## src/rtl/multicycle_control.sv

```systemverilog
// Main control FSM for the multicycle MIPS datapath: fetch/decode/execute/memory/writeback sequencing.
// Optional bne support is enabled by defining MC_BNE_EN.
module multicycle_control (
    input  logic       clk,
    input  logic       reset,
    input  logic [5:0] op,
    input  logic       Jr,
    input  logic       mem_ready,
    output logic       PCWrite,
    output logic       PCWriteCond,
    output logic       IorD,
    output logic       MemRead,
    output logic       MemWrite,
    output logic       MemtoReg,
    output logic       IRWrite,
    output logic       RegWrite,
    output logic       RegDst,
    output logic       ALUSrcA,
    output logic       ExtOp,
    output logic       BranchNE,
    output logic [1:0] PCSource,
    output logic [1:0] ALUSrcB,
    output logic [2:0] ALUOp,
    output logic       illegal_op,
    output logic [3:0] state
);

    localparam logic [5:0] OP_RTYPE = 6'h00;
    localparam logic [5:0] OP_LW    = 6'h23;
    localparam logic [5:0] OP_SW    = 6'h2B;
    localparam logic [5:0] OP_BEQ   = 6'h04;
    localparam logic [5:0] OP_J     = 6'h02;
    localparam logic [5:0] OP_ADDI  = 6'h08;
    localparam logic [5:0] OP_ANDI  = 6'h0C;
    localparam logic [5:0] OP_ORI   = 6'h0D;
`ifdef MC_BNE_EN
    localparam logic [5:0] OP_BNE   = 6'h05;
`endif

    typedef enum logic [3:0] {
        FETCH     = 4'd0,
        DECODE    = 4'd1,
        MEM_ADDR  = 4'd2,
        MEM_READ  = 4'd3,
        MEM_WB    = 4'd4,
        MEM_WRITE = 4'd5,
        EXECUTE   = 4'd6,
        ALU_WB    = 4'd7,
        BRANCH    = 4'd8,
        JUMP      = 4'd9,
        IMM_EXEC  = 4'd10,
        IMM_WB    = 4'd11
    } state_t;

    state_t state_reg;
    state_t state_next;

    always_ff @(posedge clk or posedge reset) begin
        if (reset) begin
            state_reg <= FETCH;
        end else begin
            state_reg <= state_next;
        end
    end

    assign state = state_reg;

    // Immediate-op ALU function is shared by IMM_EXEC and IMM_WB.
    logic [2:0] imm_aluop;
    logic       imm_extop;
    always_comb begin
        imm_aluop = 3'b000;
        imm_extop = 1'b0;
        case (op)
            OP_ANDI: begin imm_aluop = 3'b100; imm_extop = 1'b1; end
            OP_ORI:  begin imm_aluop = 3'b101; imm_extop = 1'b1; end
            default: begin imm_aluop = 3'b000; imm_extop = 1'b0; end
        endcase
    end

    always_comb begin
        state_next  = FETCH;
        PCWrite     = 1'b0;
        PCWriteCond = 1'b0;
        IorD        = 1'b0;
        MemRead     = 1'b0;
        MemWrite    = 1'b0;
        MemtoReg    = 1'b0;
        IRWrite     = 1'b0;
        RegWrite    = 1'b0;
        RegDst      = 1'b0;
        ALUSrcA     = 1'b0;
        ExtOp       = 1'b0;
        BranchNE    = 1'b0;
        PCSource    = 2'b00;
        ALUSrcB     = 2'b00;
        ALUOp       = 3'b000;
        illegal_op  = 1'b0;

        case (state_reg)
            FETCH: begin
                MemRead = 1'b1;
                ALUSrcB = 2'b01;
                if (mem_ready) begin
                    IRWrite    = 1'b1;
                    PCWrite    = 1'b1;
                    state_next = DECODE;
                end else begin
                    state_next = FETCH;
                end
            end
            DECODE: begin
                ALUSrcB = 2'b11;
                case (op)
                    OP_LW, OP_SW:             state_next = MEM_ADDR;
                    OP_RTYPE:                 state_next = EXECUTE;
                    OP_BEQ:                   state_next = BRANCH;
`ifdef MC_BNE_EN
                    OP_BNE:                   state_next = BRANCH;
`endif
                    OP_J:                     state_next = JUMP;
                    OP_ADDI, OP_ANDI, OP_ORI: state_next = IMM_EXEC;
                    default: begin
                        illegal_op = 1'b1;
                        state_next = FETCH;
                    end
                endcase
            end
            MEM_ADDR: begin
                ALUSrcA = 1'b1;
                ALUSrcB = 2'b10;
                if (op == OP_SW) begin
                    state_next = MEM_WRITE;
                end else begin
                    state_next = MEM_READ;
                end
            end
            MEM_READ: begin
                MemRead    = 1'b1;
                IorD       = 1'b1;
                state_next = mem_ready ? MEM_WB : MEM_READ;
            end
            MEM_WB: begin
                RegWrite = 1'b1;
                MemtoReg = 1'b1;
            end
            MEM_WRITE: begin
                IorD       = 1'b1;
                MemWrite   = 1'b1;
                state_next = mem_ready ? FETCH : MEM_WRITE;
            end
            EXECUTE: begin
                ALUSrcA = 1'b1;
                ALUOp   = 3'b010;
                if (Jr) begin
                    PCWrite  = 1'b1;
                    PCSource = 2'b11;
                end else begin
                    state_next = ALU_WB;
                end
            end
            ALU_WB: begin
                ALUOp    = 3'b010;
                RegDst   = 1'b1;
                RegWrite = 1'b1;
            end
            BRANCH: begin
                ALUSrcA     = 1'b1;
                ALUOp       = 3'b001;
                PCWriteCond = 1'b1;
                PCSource    = 2'b01;
`ifdef MC_BNE_EN
                BranchNE    = (op == OP_BNE);
`endif
            end
            JUMP: begin
                PCWrite  = 1'b1;
                PCSource = 2'b10;
            end
            IMM_EXEC: begin
                ALUSrcA    = 1'b1;
                ALUSrcB    = 2'b10;
                ALUOp      = imm_aluop;
                ExtOp      = imm_extop;
                state_next = IMM_WB;
            end
            IMM_WB: begin
                ALUOp    = imm_aluop;
                ExtOp    = imm_extop;
                RegWrite = 1'b1;
            end
            default: state_next = FETCH;
        endcase

        // Reset is asynchronous, so outputs must drop with it rather than wait for the clock.
        if (reset) begin
            PCWrite     = 1'b0;
            PCWriteCond = 1'b0;
            IorD        = 1'b0;
            MemRead     = 1'b0;
            MemWrite    = 1'b0;
            MemtoReg    = 1'b0;
            IRWrite     = 1'b0;
            RegWrite    = 1'b0;
            RegDst      = 1'b0;
            ALUSrcA     = 1'b0;
            ExtOp       = 1'b0;
            BranchNE    = 1'b0;
            PCSource    = 2'b00;
            ALUSrcB     = 2'b00;
            ALUOp       = 3'b000;
            illegal_op  = 1'b0;
        end
    end

endmodule

```

## config.mk

```make
export PLATFORM = sky130hd
export DESIGN_NAME = multicycle_control
export DESIGN_NICKNAME = d
export VERILOG_FILES = /design/src/rtl/multicycle_control.sv
export SDC_FILE = /design/constraint.sdc
export NUM_CORES = 1
export LEC_CHECK = 0
export BUFFER_PORTS_ARGS = -buffer_cell sky130_fd_sc_hd__clkbuf_2
export CAP_MARGIN = 20
export CORE_MARGIN = 3
export CORE_UTILIZATION = 49
export CTS_BUF_LIST = sky130_fd_sc_hd__clkbuf_2 sky130_fd_sc_hd__clkbuf_4 sky130_fd_sc_hd__clkbuf_8
export CTS_CLUSTER_DIAMETER = 200
export DETAILED_ROUTE_END_ITERATION = 10
export PLACE_DENSITY = 0.86
export SYNTH_ARGS = -nofsm -noshare
export SYNTH_HDL_FRONTEND = slang
export SYNTH_SLANG_ARGS = --single-unit
```

## constraint.sdc

```tcl
create_clock -name clk -period 2.83 [get_ports clk]
set_input_delay 0.283 -clock clk [delete_from_list [all_inputs] [get_ports clk]]
set_output_delay 0.283 -clock clk [all_outputs]
set_load 0.005 [all_outputs]
```

==> summary.md <==
| Metric | Value |
|---|---|
| Mapped Nets | `107` |
| Post-Layout Cell Count | `137` |
| Status | `complete, no violations` |
| CTS Buffer Depth | `2` |
| P_leak | `0.000373 uW` |
| Critical-path maximum fanout | `19` |
| Die Wd | `42.4 um` |
| FF+latch area | `100 um^2` |
| Post-CTS Setup Bufs | `0` |
| P per Cell Area | `603 nW/um^2` |
| Worst EP required | `2.55 ns` |
| Ant diodes | `0` |
| Cell variety after synth | `40` |
| Synth Flop Type | `dfrtp_1` |
| Clk_skew | `0.00691 ns` |
| Final Setup Violations | `0` |
| Gpl congestion | `0.827` |
| DRC | `0` |
| Largest net degree at the start of global routing | `20` |
| Hold Fails Final Rpt | `0` |
| Clock power frac | `14.7%` |
| Mean number of vias per cell | `6.15` |
| Flop pwr share | `29.6%` |
| Fin crit share | `72.8%` |
| Worst-skew pair later-pin latency | `0.23 ns` |
| Max VDD drop | `0.355 mV` |
| RSZ-0062 raised after global routing | `no` |
| Fillers | `116` |
| Crit start category | `flop` |
| Ys Warns | `0` |
| Share of cells above drive strength 1 | `30.9%` |
| Comb power frac | `55.7%` |
| Clock Sinks | `4` |
| I/O Pins | `34` |
| GRT overflow | `0` |
| IO buf count | `32` |
| Share of the synthesized area in the top cell type | `15.4%` |
| EDFF count, synth | `0` |
| CP endpoint kind | `primary output` |
| Crit path arrival time | `1.78 ns` |
| Pre-antenna DRT Iters | `4` |
| Yosys top cell by area | `dfrtp_1` |
| Starting Density | `55.3%` |
| Worst-path clk slew | `0.04 ns` |
| Final TNS setup | `0 ns` |
| Drt first-iter violations | `32` |
| Area Overhead vs Synth | `22.8%` |
| Top-count cell post-synth | `nor2_1` |
| Initial antenna violation count | `0` |
| Yosys reg bits | `4` |
| Final setup margin | `0.769 ns` |
| CP Class | `reg -> out` |
| WL final | `1840 um` |
| Mapped Cells | `97` |
| Final Critical Period | `2.06 ns` |
| Synth cell count leaders | `nor2_1, nor3_1, a21oi_1, nand2_1, o21ai_0` |
| Async SR Flop Fraction | `100%` |
| Pre-CTS WS | `1.02 ns` |
| Synth Cell Area | `648 um^2` |
| Number of flip-flops in the largest register | `4` |
| Top post-synthesis cells by area | `dfrtp_1, nor3_1, nor2_1` |
| Die Span Y | `42.4 um` |
| Layout net count | `135` |
| Slew margin rel. | `62.2%` |
| CTS tree | `built` |
| Post-CTS Resized | `0` |
| First-pass GRT wire length | `2970 um` |
| Avg Cell Area, Syn | `6.68 um^2` |
| Switching Share | `47.6%` |
| Number of global-route vias before repair | `645` |
| Antenna viol nets, final | `0` |
| Hold crit path type | `in -> async` |
| Inserted Clock Buffers | `3` |
| Fmax | `485 MHz` |
| Drt wl/cell | `13.4 um` |
| HPWL Detailed | `1410 um` |
| # rows | `12` |
| Total track usage | `20.0%` |
| Root buffer cell | `clkbuf_4` |
| Post-cts hold buffer count | `0` |
| Total number of vias | `842` |
| Die area | `1800 um^2` |
| Total core area | `1170 um^2` |
| Slew Viols, Final | `0` |
| Inst Count DP | `134` |
| Int Power | `251 uW` |
| Footprint of the multi-input gates | `480 um^2` |
| Register area share after synthesis | `15.4%` |
| CTS HTree Levels | `1` |
| Max Cap Viol | `0` |
| Net switching power | `228 uW` |
| Worst-Margin Slew | `0.568 ns` |
==> power by group through the flow <==
| stage | Clock (uW) | Sequential [uW] | Combinational, uW |
|---|---|---|---|
| floorplan | 0 | 94.8 | 233 |
| global placement | 0 | 139 | 257 |
| detailed placement | 0 | 142 | 264 |
| CTS | 73.6 | 141 | 266 |
| global route | 80.6 | 150 | 297 |
| finish | 70.5 | 142 | 267 |
==> critical path: stages, from the launching register on <==
cell and delay [ns]:
dfrtp_1 0.66, and2b_1 0.30, a32oi_1 0.18, nor2_1 0.07
or2_1 0.23, clkbuf_2 0.11
==> metal layers <==
metal	part of all wire [%]	vias to the layer above	wire length, um	GRT usage, %
met5	0	-	0	0
met4	0.76	0	14	1.86
met3	6.6	2	122	4.72
met2	51	38	931	33.7
met1	42	393	773	26.5
li1	-	409	-	-
==> final timing paths <==
| kind | slack, ns | endpoint | cells past startpoint | from |
|---|---|---|---|---|
| max in group asynchronous | 2.54 | state[3] | 2 | reset |
| min reg2reg | 0.69 | state[0] | 1 | state[3] |
| max reg2reg | 1.23 | state[2] | 4 | state[0] |
| min in group clk | 0.42 | state[3] | 3 | op[5] |
| max | 0.77 | PCWrite | 5 | state[1] |
| min | 0.1 | state[0] | 2 | reset |
==> cells by family after synthesis <==
logic type             Yosys count  share of synthesized area, %
AND/OR/NAND/NOR                 51                          45.2
flip-flops                       4                          15.4
buffers and inverters           13                          10.4
AO/OA/AOI/OAI                   26                          25.7
other                            1                         0.579
XOR/XNOR                         2                          2.70
==> placed cells by master, fill, tap and decap left out, types with 2 or more instances in the layout <==
master and instances:
nand2_1 6, and3_1 3, nor2_1 12, a21oi_1 7, dfrtp_1 4, a31oi_1 3
nor4_1 4, o22ai_1 3, and2b_1 2, clkbuf_2 32, clkbuf_4 3, nor2b_1 3
o21ai_0 5, inv_1 4, nor3_1 9
==> layout make-up <==
class | instances | share of cell area, %
clock buffers | 3 | 2.83
inverters | 4 | 1.89
multi-input cells | 80 | 60.4
flip-flops and latches | 4 | 12.6
well taps | 14 | 2.20
repair buffers | 32 | 20.1
==> per-stage QoR <==
stage | hold slack (ns) | util [%] | power (uW) | cell area, um^2
3_3_place_gp | 0.335 | 66.0 | 396 | 773
4_1_cts | 0.0851 | 67.9 | 480 | 796
2_1_floorplan | 0.0677 | - | 328 | 648
5_1_grt | 0.109 | 67.9 | 528 | 796
3_5_place_dp | 0.339 | 66.0 | 406 | 773
6_report | 0.0965 | 67.9 | 480 | 796
No activity file was read; power rests on OpenSTA's default activity.
